[config.mk]
export PLATFORM = sky130hd
export DESIGN_NAME = mult_array_seq
export DESIGN_NICKNAME = d
export VERILOG_FILES = /design/src/rtl/mult_array_pkg.sv /design/src/rtl/mult_array_row.sv /design/src/rtl/mult_array_seq.sv
export SDC_FILE = /design/constraint.sdc
export NUM_CORES = 1
export LEC_CHECK = 0
export CAP_MARGIN = 20
export CORE_AREA = 4 4 100 102
export DETAILED_ROUTE_END_ITERATION = 12
export DIE_AREA = 0 0 104 106
export SETUP_SLACK_MARGIN = 0.5
export SLEW_MARGIN = 10
export SYNTH_ARGS = -nofsm -noshare
export SYNTH_HDL_FRONTEND = slang
export SYNTH_SLANG_ARGS = --single-unit
[constraint.sdc]
create_clock -name clk -period 9.83 [get_ports clk]
set_input_delay 0.983 -clock clk [delete_from_list [all_inputs] [get_ports clk]]
set_output_delay 0.983 -clock clk [all_outputs]
set_load 0.02 [all_outputs]
[src/rtl/mult_array_pkg.sv]
// Shared types for the sequential array multiplier: FSM state encoding and
// the sizing function for the row counter.
package mult_array_pkg;

  typedef enum logic [1:0] {
    ST_IDLE = 2'd0,
    ST_BUSY = 2'd1,
    ST_DONE = 2'd2
  } state_e;

  // The row counter must be able to hold WIDTH, the value it reaches after the last fold.
  function automatic int row_cnt_width(input int width);
    return $clog2(width + 1);
  endfunction

endpackage

[src/rtl/mult_array_row.sv]
// One combinational array row: adds (or subtracts, for the Baugh-Wooley MSB row)
// the shifted, masked multiplicand into the 2*WIDTH-bit partial sum.
module mult_array_row #(
  parameter int WIDTH = 8,
  parameter int SHW   = 4
) (
  input  logic [WIDTH-1:0]   a_i,
  input  logic               b_bit_i,
  input  logic [SHW-1:0]     shamt_i,
  input  logic               sign_ext_i,
  input  logic               neg_i,
  input  logic [2*WIDTH-1:0] psum_i,
  output logic [2*WIDTH-1:0] sum_o,
  output logic               cout_o
);

  logic [2*WIDTH-1:0] pp_ext;
  logic [2*WIDTH-1:0] pp_row;
  logic [2*WIDTH-1:0] pp_op;

  assign pp_ext = {{WIDTH{sign_ext_i & a_i[WIDTH-1]}}, a_i};
  assign pp_row = b_bit_i ? (pp_ext << shamt_i) : '0;
  // Subtraction as add of the one's complement plus a carry-in of one.
  assign pp_op  = pp_row ^ {(2*WIDTH){neg_i}};

  assign {cout_o, sum_o} = {1'b0, psum_i} + {1'b0, pp_op} + {{(2*WIDTH){1'b0}}, neg_i};

endmodule

[src/rtl/mult_array_seq.sv]
// Sequential WIDTH x WIDTH array multiplier folding ROWS_PER_CYC rows per clock.
// Optional MULT_ARRAY_SIGNED_EN adds signed_mode (two's complement, Baugh-Wooley rows).
//   state   | meaning
//   ST_IDLE | waiting for operands, in_ready high
//   ST_BUSY | folding ROWS_PER_CYC rows into acc per cycle
//   ST_DONE | product on p, out_valid high until taken
module mult_array_seq
  import mult_array_pkg::*;
#(
  parameter int WIDTH        = 8,
  parameter int ROWS_PER_CYC = 2
) (
  input  logic               clk,
  input  logic               rst_n,
  input  logic               in_valid,
  output logic               in_ready,
  input  logic [WIDTH-1:0]   a,
  input  logic [WIDTH-1:0]   b,
  output logic               out_valid,
  input  logic               out_ready,
  output logic [2*WIDTH-1:0] p,
  output logic               busy
`ifdef MULT_ARRAY_SIGNED_EN
  ,
  input  logic               signed_mode
`endif
);

  localparam int              CW       = row_cnt_width(WIDTH);
  localparam int              PW       = 2 * WIDTH;
  localparam logic [CW-1:0]   LAST_ROW = CW'(WIDTH - ROWS_PER_CYC);
  localparam logic [CW-1:0]   ROW_STEP = CW'(ROWS_PER_CYC);
  localparam logic [CW-1:0]   MSB_ROW  = CW'(WIDTH - 1);
  localparam logic [WIDTH-1:0] ONE_W   = WIDTH'(1);

  state_e             state_q, state_d;
  logic [WIDTH-1:0]   a_q, a_d;
  logic [WIDTH-1:0]   b_q, b_d;
  logic [PW-1:0]      acc_q, acc_d;
  logic [PW-1:0]      p_q, p_d;
  logic [CW-1:0]      row_cnt_q, row_cnt_d;
  logic               sgn_q;
`ifdef MULT_ARRAY_SIGNED_EN
  logic               sgn_d;
`else
  assign sgn_q = 1'b0;
`endif

  logic [ROWS_PER_CYC:0][PW-1:0] psum;
  logic [ROWS_PER_CYC-1:0]       carry_unused;

  assign psum[0] = acc_q;

  for (genvar r = 0; r < ROWS_PER_CYC; r++) begin : g_row
    logic [CW-1:0] row_idx;
    logic          b_bit;

    assign row_idx = row_cnt_q + CW'(r);
    assign b_bit   = |(b_q & (ONE_W << row_idx));

    mult_array_row #(
      .WIDTH (WIDTH),
      .SHW   (CW)
    ) u_row (
      .a_i        (a_q),
      .b_bit_i    (b_bit),
      .shamt_i    (row_idx),
      .sign_ext_i (sgn_q),
      .neg_i      (sgn_q && (row_idx == MSB_ROW)),
      .psum_i     (psum[r]),
      .sum_o      (psum[r+1]),
      .cout_o     (carry_unused[r])
    );
  end

  always_comb begin
    state_d   = state_q;
    a_d       = a_q;
    b_d       = b_q;
    acc_d     = acc_q;
    row_cnt_d = row_cnt_q;
    p_d       = p_q;
`ifdef MULT_ARRAY_SIGNED_EN
    sgn_d     = sgn_q;
`endif
    case (state_q)
      ST_IDLE: begin
        if (in_valid) begin
          a_d       = a;
          b_d       = b;
          acc_d     = '0;
          row_cnt_d = '0;
`ifdef MULT_ARRAY_SIGNED_EN
          sgn_d     = signed_mode;
`endif
          state_d   = ST_BUSY;
        end
      end
      ST_BUSY: begin
        acc_d     = psum[ROWS_PER_CYC];
        row_cnt_d = row_cnt_q + ROW_STEP;
        if (row_cnt_q == LAST_ROW) begin
          p_d     = psum[ROWS_PER_CYC];
          state_d = ST_DONE;
        end
      end
      ST_DONE: begin
        if (out_ready) state_d = ST_IDLE;
      end
      default: state_d = ST_IDLE;
    endcase
  end

  always_ff @(posedge clk or negedge rst_n) begin
    if (!rst_n) begin
      state_q   <= ST_IDLE;
      a_q       <= '0;
      b_q       <= '0;
      acc_q     <= '0;
      p_q       <= '0;
      row_cnt_q <= '0;
`ifdef MULT_ARRAY_SIGNED_EN
      sgn_q     <= 1'b0;
`endif
    end else begin
      state_q   <= state_d;
      a_q       <= a_d;
      b_q       <= b_d;
      acc_q     <= acc_d;
      p_q       <= p_d;
      row_cnt_q <= row_cnt_d;
`ifdef MULT_ARRAY_SIGNED_EN
      sgn_q     <= sgn_d;
`endif
    end
  end

  assign in_ready  = (state_q == ST_IDLE);
  assign out_valid = (state_q == ST_DONE);
  assign busy      = (state_q != ST_IDLE);
  assign p         = p_q;

endmodule

==> Yosys cells after proc, flatten, opt, wreduce, memory -nomap -nowiden <==
Cells that the tools add are included.
{ "op_classes": {"bitwise_logic": 2, "n_reduce_logical": 9, "add_sub_neg": 4, "n_eq_ne": 6, "n_shift": 4, "mux": 10} }
{ "op_table": {"columns": ["operator", "n"], "rows": [
  ["$mux W16", 3],
  ["$add A16 B16 Y16", 2],
  ["$pmux W16 S2", 1],
  ["$shl A8 B4 Y16", 2],
  ["$and A8 B8 Y8", 2],
  ["$reduce_or A8 Y1", 2],
  ["$shl A1 B4 Y8 const A", 2],
  ["$pmux W4 S2", 1],
  ["$mux W2", 3],
  ["$pmux W2 S3", 1],
  ["$reduce_and A2 Y1", 3],
  ["$add A4 B1 Y4 const B", 1],
  ["$add A4 B2 Y4 const B", 1],
  ["$eq A4 B3 Y1 const B", 1],
  ["$mux W4", 1],
  ["$ne A2 B2 Y1 const B", 2],
  ["$reduce_bool A2 Y1", 2],
  ["$reduce_and A3 Y1", 1],
  ["$eq A2 B1 Y1 const B", 1],
  ["$eq A2 B2 Y1 const B", 1],
  ["$logic_not A2 Y1", 1],
  ["$ne A2 B1 Y1 const B", 1]
]} }
{ "word_totals": {"regBits": 54, "elab_cells": 41, "output_inout_bits": 19, "inputBits": 20} }

==> Longest topological paths before layout <==
Gate-level depths: netlist of run 1.
{ "logic_depth": {"ltp_word": 7, "ltp_mapped": 18, "ltp_nobuf": 17} }

==> By module <==
Synthesis of run 1 repeated with hierarchy kept, for this count alone.
{ "unflattened": {"cells_unflattened": 633, "hier_area_um2": 5421.4} }
{ "modules_own_cells": {"columns": ["module", "instances", "area_each_um2", "cells_per_inst", "seq_area_each_um2"], "rows": [
  ["mult_array_seq", 1, 2193.4, 176, 1326.3],
  ["mult_array_row (g_row[0].u_row)", 1, 1626.6, 236, 0.0],
  ["mult_array_row (g_row[1].u_row)", 1, 1601.5, 221, 0.0]
]} }

==> Worst setup path after synthesis of run 1 <==
OpenSTA, ideal clock, no wires.
{ "synth_path": {"kind": "register to register", "start": "reg row_cnt_q[2]", "end": "reg p_q[9] (netlist: p[9])", "required_time_ps": 9735, "path_stages_with_launch": 17, "t_arrival_ps": 3526, "setup_time_ps": 95, "setup_slack_ps": 6209, "path_buffers": 1, "period_less_slack_ps": 3621, "path_cell_list": "dfrtp_1 -> buf_2 -> inv_1 -> ha_1 -> a22oi_1 -> a21o_1 -> or3_1 -> or2_1 -> fa_1 -> inv_1 -> ha_1 -> nor2b_1 -> o211ai_2 -> a31oi_2 -> o21a_1 -> o21a_1 -> o31ai_1"} }
{ "synth_between": {"elab_chain_cells": 6, "word_cells_on_any_way": 15, "cone_classes": "add/sub (3); eq/ne (1); shift (4); mux (2); bitwise (2); reduce/logical (3)"} }
{ "synth_rtl": {"columns": ["item", "line_no", "rtl"], "rows": [
  ["from (decl)", "mult_array_seq.sv:41", "logic [CW-1:0] row_cnt_q, row_cnt_d;"],
  ["from (signal assigned)", "mult_array_seq.sv:131", "row_cnt_q <= row_cnt_d;"],
  ["$shl A1 B4 Y8 / $add A4 B1 Y4 (equally long branches)", "mult_array_seq.sv:59, mult_array_seq.sv:58", null],
  ["$and A8 B8 Y8 / $shl A1 B4 Y8 (equally long branches)", "mult_array_seq.sv:59", "assign b_bit = |(b_q & (ONE_W << row_idx));"],
  ["$reduce_or A8 Y1 / $and A8 B8 Y8 (equally long branches)", "mult_array_seq.sv:59", null],
  ["$mux W16 / $reduce_or A8 Y1 (equally long branches)", "mult_array_row.sv:22, mult_array_seq.sv:59", null],
  ["$add A16 B16 Y16 / $mux W16 (equally long branches)", "mult_array_row.sv:26, mult_array_row.sv:22", null],
  ["$add A16 B16 Y16", "mult_array_row.sv:26", "assign {cout_o, sum_o} = {1'b0, psum_i} + {1'b0, pp_op} + {{(2*WIDTH){1'b0}}, neg_i};"],
  ["to (signal assigned)", "mult_array_seq.sv:130", "p_q <= p_d;"],
  ["to (decl)", "mult_array_seq.sv:40", "logic [PW-1:0] p_q, p_d;"]
]} }
Parallel ways exist; a longest one is shown, timed or not.
A chain may end at the register's enable or synchronous reset.

==> Worst setup path in the final report of run 1 <==
{ "layout_path": {"start": "reg row_cnt_q[2]", "end": "reg p_q[13] (netlist: p[13])"} }
Same word-level chain as after synthesis.

==> flow_summary.ini, run 1 <==
[synth]
netlist_area_sq_mm = 0.00358
synth_compound_area_share_pct = 16.8
syn_avg_cell_area_sq_um = 9.30
seq_area_frac_synth_pct = 37.0
synthAdderAreaFrac_pct = 15.2
synth_edf_count = 0
yosys.area_share.xor_xnor_pct = 2.94
async_flop_share_pct = 100
ys_warn_count = 0
synth-simple-area-share_pct = 15.8
yosysUniqueCellTypes = 46
ys_ff_latch = 53
synthMuxAreaShare_pct = 8.07
syn-num-nets = 439
synth_top_family_by_area = compound AO/OA/AOI/OAI gates
ys.flop_type = dfrtp_1
syn-instance-count = 385

[timing]
finalSetupTns_ns = 0
grt_setup_unrepaired = no
worst_slew_pin_slew_ns = 0.700
drv_slew = 0
fin_crit_sh_pct = 44.4
max_slew_margin_pct = 53.4
hold_viol = 0
skew_ns = 0.00473
setup_viol = 0
max_freq_mhz = 229
finalCriticalPeriod_ns = 4.37

[worst_setup_path]
max_stage_delay_ns = 0.71
critical_path_arrival_ns = 4.59
crit_end = p[13]
r2r-end = p[13]
crit_type = flop to flop
ff2ff_setup_slack_ns = 5.46
cp.required_ns = 10.05
cp-end-kind = flop
path_max_fanout = 21
crit_chain = inv_1 -> ha_1 -> a22oi_1 -> a21o_1 -> or3_1 -> nor2_1 -> fa_1 -> ha_1 -> inv_1 -> fa_1 -> nor2b_1 -> o211ai_2 -> a21o_1 -> a21oi_1 -> nor3_1 -> o31ai_1
path_depth = 16
crit_path_top_delay_cell = dfrtp_1
start_kind = flop
r2r_start = row_cnt_q[2]
reg2reg_depth = 16
path_delay_family = compound AO/OA/AOI/OAI gates
worstSetupStartpoint = row_cnt_q[2]
cp_num_buf_inv = 2

[placement]
dp_cells = 518
placed_area_sq_mm = 0.00406
dpl.hpwl_mm = 6.10
gp_congestion = 0.939
io_buffers = 38

[hold_path]
hold_class = flop to flop

[detailed_routing]
drt_iter0_markers = 155
totalWireLength_mm = 8.07
drc = 0
antenna_left = 0
avgViaCountPerCell = 5.25
drt-wirelength-per-cell_um = 15.3
dr.pass1.iters = 4
vias = 2764

[pwr]
leakagePower_nw = 1.88
ir_drop_uv = 228
p_per_area_mw_per_mm2 = 405

[clocking]
cts_hold_buf = 0
cts_setup_buffers = 0
clock_path_buffers = 2
cts_tree = yes
clock_latency_ns = 0.32
cts_buffers = 5
cts-resized-gates = 0
clock_sinks = 53
cts.clk_slew.worst_paths_ns = 0.10
h-tree-depth = 2
root_buffer = clkbuf_8

[layout]
synthToLayoutAreaGrowth_pct = 17.3
drive_gt1_share_pct = 8.92
instances_no_fill = 526
fillerInstances = 903
num_antenna_cells = 0
nets = 468
design_area_sq_mm = 0.00420

[floorplanning]
ios = 39
start_util_pct = 39.3
die_w_um = 104
die-area_sq_mm = 0.0110
core_area_sq_mm = 0.00911
die_y_um = 106
rows = 35

[status]
outcome = finished, final reports clean

[grt]
grt_pass1_wl_mm = 14.1
grt_max_degree = 54
first_global_vias = 2856
overflow = 0
grt_antenna_before_repair = 0
grtUsageTotal_pct = 15.7

[flow_run]
maxCapViolations = 0
[metrics by stage]
stage | worst slack [ns] | power [mW] | hold WS (ns) | utilization [%]
final | 5.46 | 1.70 | 0.485 | 46.1
after detailed placement | 5.53 | 1.53 | 0.468 | 44.6
after global routing | 5.05 | 1.88 | 0.524 | 46.1
after CTS | 5.45 | 1.72 | 0.494 | 46.1
after global placement | 5.59 | 1.50 | 0.464 | 44.3
after floorplan | 6.21 | 1.23 | 0.465 | -
[per-layer routing]
metal	GRT usage, %	wire [um]	up-vias
met1	20.6	3680	1325
met5	0	0	-
met3	2.43	247	7
met2	27.4	4060	40
li1	-	-	1392
met4	3.70	82	0
[cell usage after synthesis (6+ instances only)]
cell / number / area (sq um)
ha_1: 18 / 225
a21o_1: 9 / 67.6
inv_1: 14 / 52.6
xor2_1: 6 / 52.6
nand3_1: 22 / 110
nor2_1: 37 / 139
buf_2: 6 / 30.0
dfrtp_1: 53 / 1330
mux2_1: 6 / 67.6
xnor2_1: 6 / 52.6
o21ai_1: 20 / 100
nor2b_1: 6 / 37.5
fa_1: 16 / 320
clkbuf_1: 12 / 45.0
o21ai_0: 16 / 80.1
nand2_1: 42 / 158
mux2_2: 17 / 191
a21oi_1: 18 / 90.1
[worst reg2reg max path: cells and delay by family, from the launching register on]
family / cells / cell delay (ns)
buf+inv: 2 / 0.27
fa+ha+maj: 4 / 1.34
compound gates: 6 / 1.38
flops: 1 / 0.71
simple gates: 4 / 0.57
[state kept, by name, summed over array words and instances (netlist names)]
signal,count
p,16
row_cnt_q,3
state_q,2
acc_q,16
b_q,8
a_q,8
[kinds of logic (layout without fill, tap and decap cells)]
kind of cell	after synthesis	count (layout)
simple gates	127	127
compound gates	96	96
flops	53	53
buf+inv	35	65
fa+ha+maj	34	34
mux	26	26
xor+xnor	12	12
other cells	2	2
[cells in the final DEF, fill, tap and decap left out, types with 9 or more instances in the layout]
cell and count:
ha_1 18, a21oi_1 18, nor2_1 37, mux2_2 17, nand3_1 22, dfrtp_1 53
o21ai_1 20, inv_1 14, clkdlybuf4s50_1 37, o21ai_0 16, nand2_1 42, fa_1 16
a21o_1 9
[how the worst min path moves through the flow]
| stage | start | endpoint | slack (ns) | depth (start not counted) |
|---|---|---|---|---|
| after detailed placement | p[1] | p[1] | 0.47 | 2 |
| after CTS | p[4] | p[4] | 0.49 | 2 |
| after floorplan | b_q[6] | b_q[6] | 0.46 | 1 |
| final | p[3] | p[3] | 0.48 | 2 |
| after global routing | p[5] | p[5] | 0.52 | 2 |
| after global placement | p[2] | p[2] | 0.46 | 2 |
[area by class of cell]
cell class	instances	area (sq um)	area share (%)
repair buffers	42	425	10.1
clock inverters	3	68.8	1.64
flip-flops and latches	53	1330	31.6
well taps	111	139	3.31
inverters	15	56.3	1.34
clock buffers	5	68.8	1.64
multi-input cells	297	2110	50.4
[power breakdown]
group | switching, mW | total (mW) | internal [mW]
Combinational | 0.638 | 1.09 | 0.456
Clock | 0.0799 | 0.182 | 0.103
Sequential | 0.0987 | 0.425 | 0.326
Total | 0.817 | 1.70 | 0.885
(Power assumes the default switching activity.)
==> inputs of run 2 (changes only) <==
- clock period: 9.83 -> 3.9 ns (I/O delays scaled with it)
==> flow_summary.ini, run 2 (synthesis gave the netlist of run 1 again) <==
[status]
outcome = finished, final reports clean

[placement]
io_buffers = 38
dp_cells = 523
dpl.hpwl_mm = 6.08
gp_congestion = 0.862

[layout]
final_cell_mix = dfrtp_1 (50), nand2_1 (42), clkdlybuf4s50_1 (37)
synthToLayoutAreaGrowth_pct = 26.4
num_antenna_cells = 0
layout_commonest_cell = dfrtp_1
instances_no_fill = 535
drive_gt1_share_pct = 22.2
nets = 478

[timing]
skew_ns = 0.00469
max_slew_margin_pct = 53.2
grt_setup_unrepaired = yes
max_freq_mhz = 284
hold_viol = 0
drv_slew = 0
finalSetupTns_ns = 0
holdWs_ns = 0.202
setup_viol = 0
worst_slew_pin_slew_ns = 0.701
fin_crit_sh_pct = 90.3
finalCriticalPeriod_ns = 3.52

[detailed_routing]
highest_layer = met4
dr.pass1.iters = 6
avgViaCountPerCell = 5.39
drt-wirelength-per-cell_um = 15.6
vias = 2883
met3WireLength_um = 334
wl_met1_mm = 4.11
antenna_left = 0
wl_met2_mm = 3.81
totalWireLength_mm = 8.37
drt_iter0_markers = 78
drc = 0

[floorplanning]
core_area_sq_mm = 0.00911
rows = 35
die-area_sq_mm = 0.0110
ios = 39
die_y_um = 106
die_w_um = 104
start_util_pct = 39.3

[clocking]
cts_tree = yes
cts_hold_buf = 0
cts_buffers = 5
h-tree-depth = 2
clock_path_buffers = 2
root_buffer = clkbuf_8
cts.clk_slew.worst_paths_ns = 0.09
clock_latency_ns = 0.31
clock_sinks = 53

[worst_setup_path]
ff2ff_setup_slack_ns = 0.38
r2r-end = p[9]
path_max_fanout = 6
cp.required_ns = 4.12
r2r_start = row_cnt_q[1]
start_kind = flop
reg2reg_depth = 15
critical_path_arrival_ns = 3.74
crit_type = flop to flop
cp-end-kind = flop

[grt]
overflow = 0
grtUsageTotal_pct = 15.9
grt_max_degree = 54
grt_antenna_before_repair = 0
grt_pass1_wl_mm = 14.5
first_global_vias = 2953

[hold_path]
hold_class = input port to asynchronous set/reset pin

[flow_run]
maxCapViolations = 0
==> run 2: cell count changes in the layout (fill, tap and decap cells not counted), sizes merged <==
cell      change
buf          +10
clkinvlp      +1
bufinv        -2
inv           -3
clkinv        +2
clkbuf        +1
==> run 2: area by class of cell <==
cell class,instances,area [sq um]
clock inverters,1,7.51
clock buffers,6,82.6
multi-input cells,297,2390
flip-flops and latches,53,1330
well taps,111,139
fillers,861,4590
repair buffers,52,504
inverters,15,66.3
==> run 2: per-stage QoR <==
stage               setup slack [ns]  util, %  area [sq um]
floorplan                      0.468        -          3670
global placement               0.214     45.7          4160
detailed placement             0.131     45.7          4160
CTS                            0.335     48.1          4380
global route                   0.191     49.7          4520
finish                         0.380     49.7          4520
==> run 2: metal layers <==
metal,vias up,track usage [%]
li1,1414,-
met2,60,25.1
met1,1400,22.2
met3,9,3.34
met4,0,4.37
met5,-,0
==> run 2: how the worst max path moves through the flow <==
stage,start,endpoint,slack (ns),cells past startpoint
6_report,row_cnt_q[1],p[9],0.38,15
5_1_grt,row_cnt_q[1],p[12],0.19,14
4_1_cts,row_cnt_q[1],p[13],0.33,14
3_5_place_dp,row_cnt_q[1],p[9],0.13,15
3_3_place_gp,row_cnt_q[1],p[9],0.21,15
2_1_floorplan,row_cnt_q[2],acc_q[15],0.47,15
==> run 2: worst max-delay path, stage by stage, from the launching register on <==
cell	delay (ns)
dfrtp_2	0.50
clkinv_4	0.11
ha_4	0.14
a22oi_1	0.07
a21o_1	0.18
or3_4	0.35
or2_1	0.23
fa_1	0.50
inv_2	0.05
ha_4	0.24
nor2b_4	0.14
o211ai_4	0.21
a31oi_4	0.13
o21a_1	0.21
o21a_1	0.20
o31ai_2	0.19
==> run 2: timing repair <==
item,in CTS,in global routing
pin swaps,10,10
gates resized for setup,16,29
cloned,0,0
buffers inserted,2,2
setup endpoints to repair,20,22
Power of run 2 is not shown: default switching activity piles up to over one toggle a cycle in this logic, so the estimate is an artifact.
==> inputs of run 3 (changes only) <==
- SETUP_SLACK_MARGIN: 0.5 -> 0.3
==> flow_summary.ini, run 3 (synthesis gave the netlist of run 1 again) <==
[status]
outcome = finished, final reports clean

[floorplanning]
ios = 39
core_area_sq_mm = 0.00911
die_y_um = 106
start_util_pct = 39.3
die_w_um = 104
rows = 35
die-area_sq_mm = 0.0110

[detailed_routing]
drt_iter0_markers = 126
dr.pass1.iters = 4
antenna_left = 0
avgViaCountPerCell = 5.34
drc = 0
totalWireLength_mm = 8.60
drt-wirelength-per-cell_um = 15.9
vias = 2887

[clocking]
clock_path_buffers = 2
clock_latency_ns = 0.32
clock_sinks = 53
cts.clk_slew.worst_paths_ns = 0.11
cts_tree = yes
h-tree-depth = 2
cts_buffers = 5
root_buffer = clkbuf_8
cts_hold_buf = 0

[worst_setup_path]
cp.required_ns = 4.08
path_max_fanout = 6
start_kind = flop
crit_chain = ha_2 -> a22oi_1 -> a21o_1 -> or3_4 -> nor2_1 -> fa_1 -> ha_2 -> inv_1 -> fa_2 -> nor2b_4 -> o211ai_4 -> a21o_1 -> a21oi_1 -> o31ai_1 -> o211ai_1
cp-end-kind = flop
crit_type = flop to flop
critical_path_arrival_ns = 3.80
crit_path_top_delay_cell = dfrtp_2
worstSetupStartpoint = row_cnt_q[1]
max_stage_delay_ns = 0.49
reg2reg_depth = 15
r2r_start = row_cnt_q[1]

[timing]
max_slew_margin_pct = 38.6
grt_setup_unrepaired = yes
hold_viol = 0
setup_viol = 0
finalCriticalPeriod_ns = 3.61
skew_ns = 0.0111
drv_slew = 0
worst_slew_pin_slew_ns = 0.919
fin_crit_sh_pct = 92.6
finalSetupTns_ns = 0
max_freq_mhz = 277

[grt]
overflow = 0
grt_max_degree = 38
grt_pass1_wl_mm = 14.5
first_global_vias = 3024
grt_antenna_before_repair = 0
grtUsageTotal_pct = 16.1

[layout]
synthToLayoutAreaGrowth_pct = 26.9
layout_commonest_cell = dfrtp_1
fillerInstances = 880
nets = 483
instances_no_fill = 541
num_antenna_cells = 0
final_cell_mix = dfrtp_1 (52), nand2_1 (41), clkdlybuf4s50_1 (37)
drive_gt1_share_pct = 23.0

[placement]
io_buffers = 38
gp_congestion = 0.908
dp_cells = 525
dpl.hpwl_mm = 6.35

[flow_run]
maxCapViolations = 0

[hold_path]
hold_class = input port to asynchronous set/reset pin
run 3: layer usage:
metal  global-route usage, %  up-vias  wire (um)
li1                        -     1417          -
met1                    21.0     1404       3830
met2                    27.7       58       4360
met3                    2.31        8        293
met4                    4.84        0        114
met5                       0        -          0
run 3: final timing paths:
check                      slack [ns]           end
max in group asynchronous        3.03  row_cnt_q[1]
min reg2reg                      0.48          p[4]
max                              0.29     acc_q[15]
min in group clk                 0.48          p[4]
max reg2reg                      0.29     acc_q[15]
min                              0.06          p[0]
run 3: cell type report:
class                      instances  area (sq um)  share of cell area, %
clock buffer                       5          68.8                   1.51
clock inverter                     3          25.0                  0.551
inverter                          15          58.8                   1.29
multi-input combinational        297          2400                   52.7
sequential                        53          1330                   29.2
tap                              111           139                   3.06
timing repair buffer              57           529                   11.6
run 3: worst max-delay path, delay by kind of cell, from the launching register on:
family	cells	cell delay, ns
simple gates	3	0.56
compound gates	7	1.23
flops	1	0.49
fa+ha+maj	4	1.14
buf+inv	1	0.07
run 3: what timing repair did:
item	in CTS	in global routing
gates resized for setup	20	37
setup buffers	4	3
endpoints found under the setup margin	16	17
pin swaps	7	13
run 3: through the flow:
step                util, %  area (sq um)  hold slack, ns  setup WS, ns
floorplan                 -          3580          0.0944         0.300
global placement       44.9          4090           0.433         0.169
detailed placement     44.9          4090           0.441        0.0937
CTS                    47.5          4330          0.0878         0.270
global route           49.9          4540           0.112         0.134
finish                 49.9          4540          0.0611         0.289
Power of run 3 is left out for the same reason.
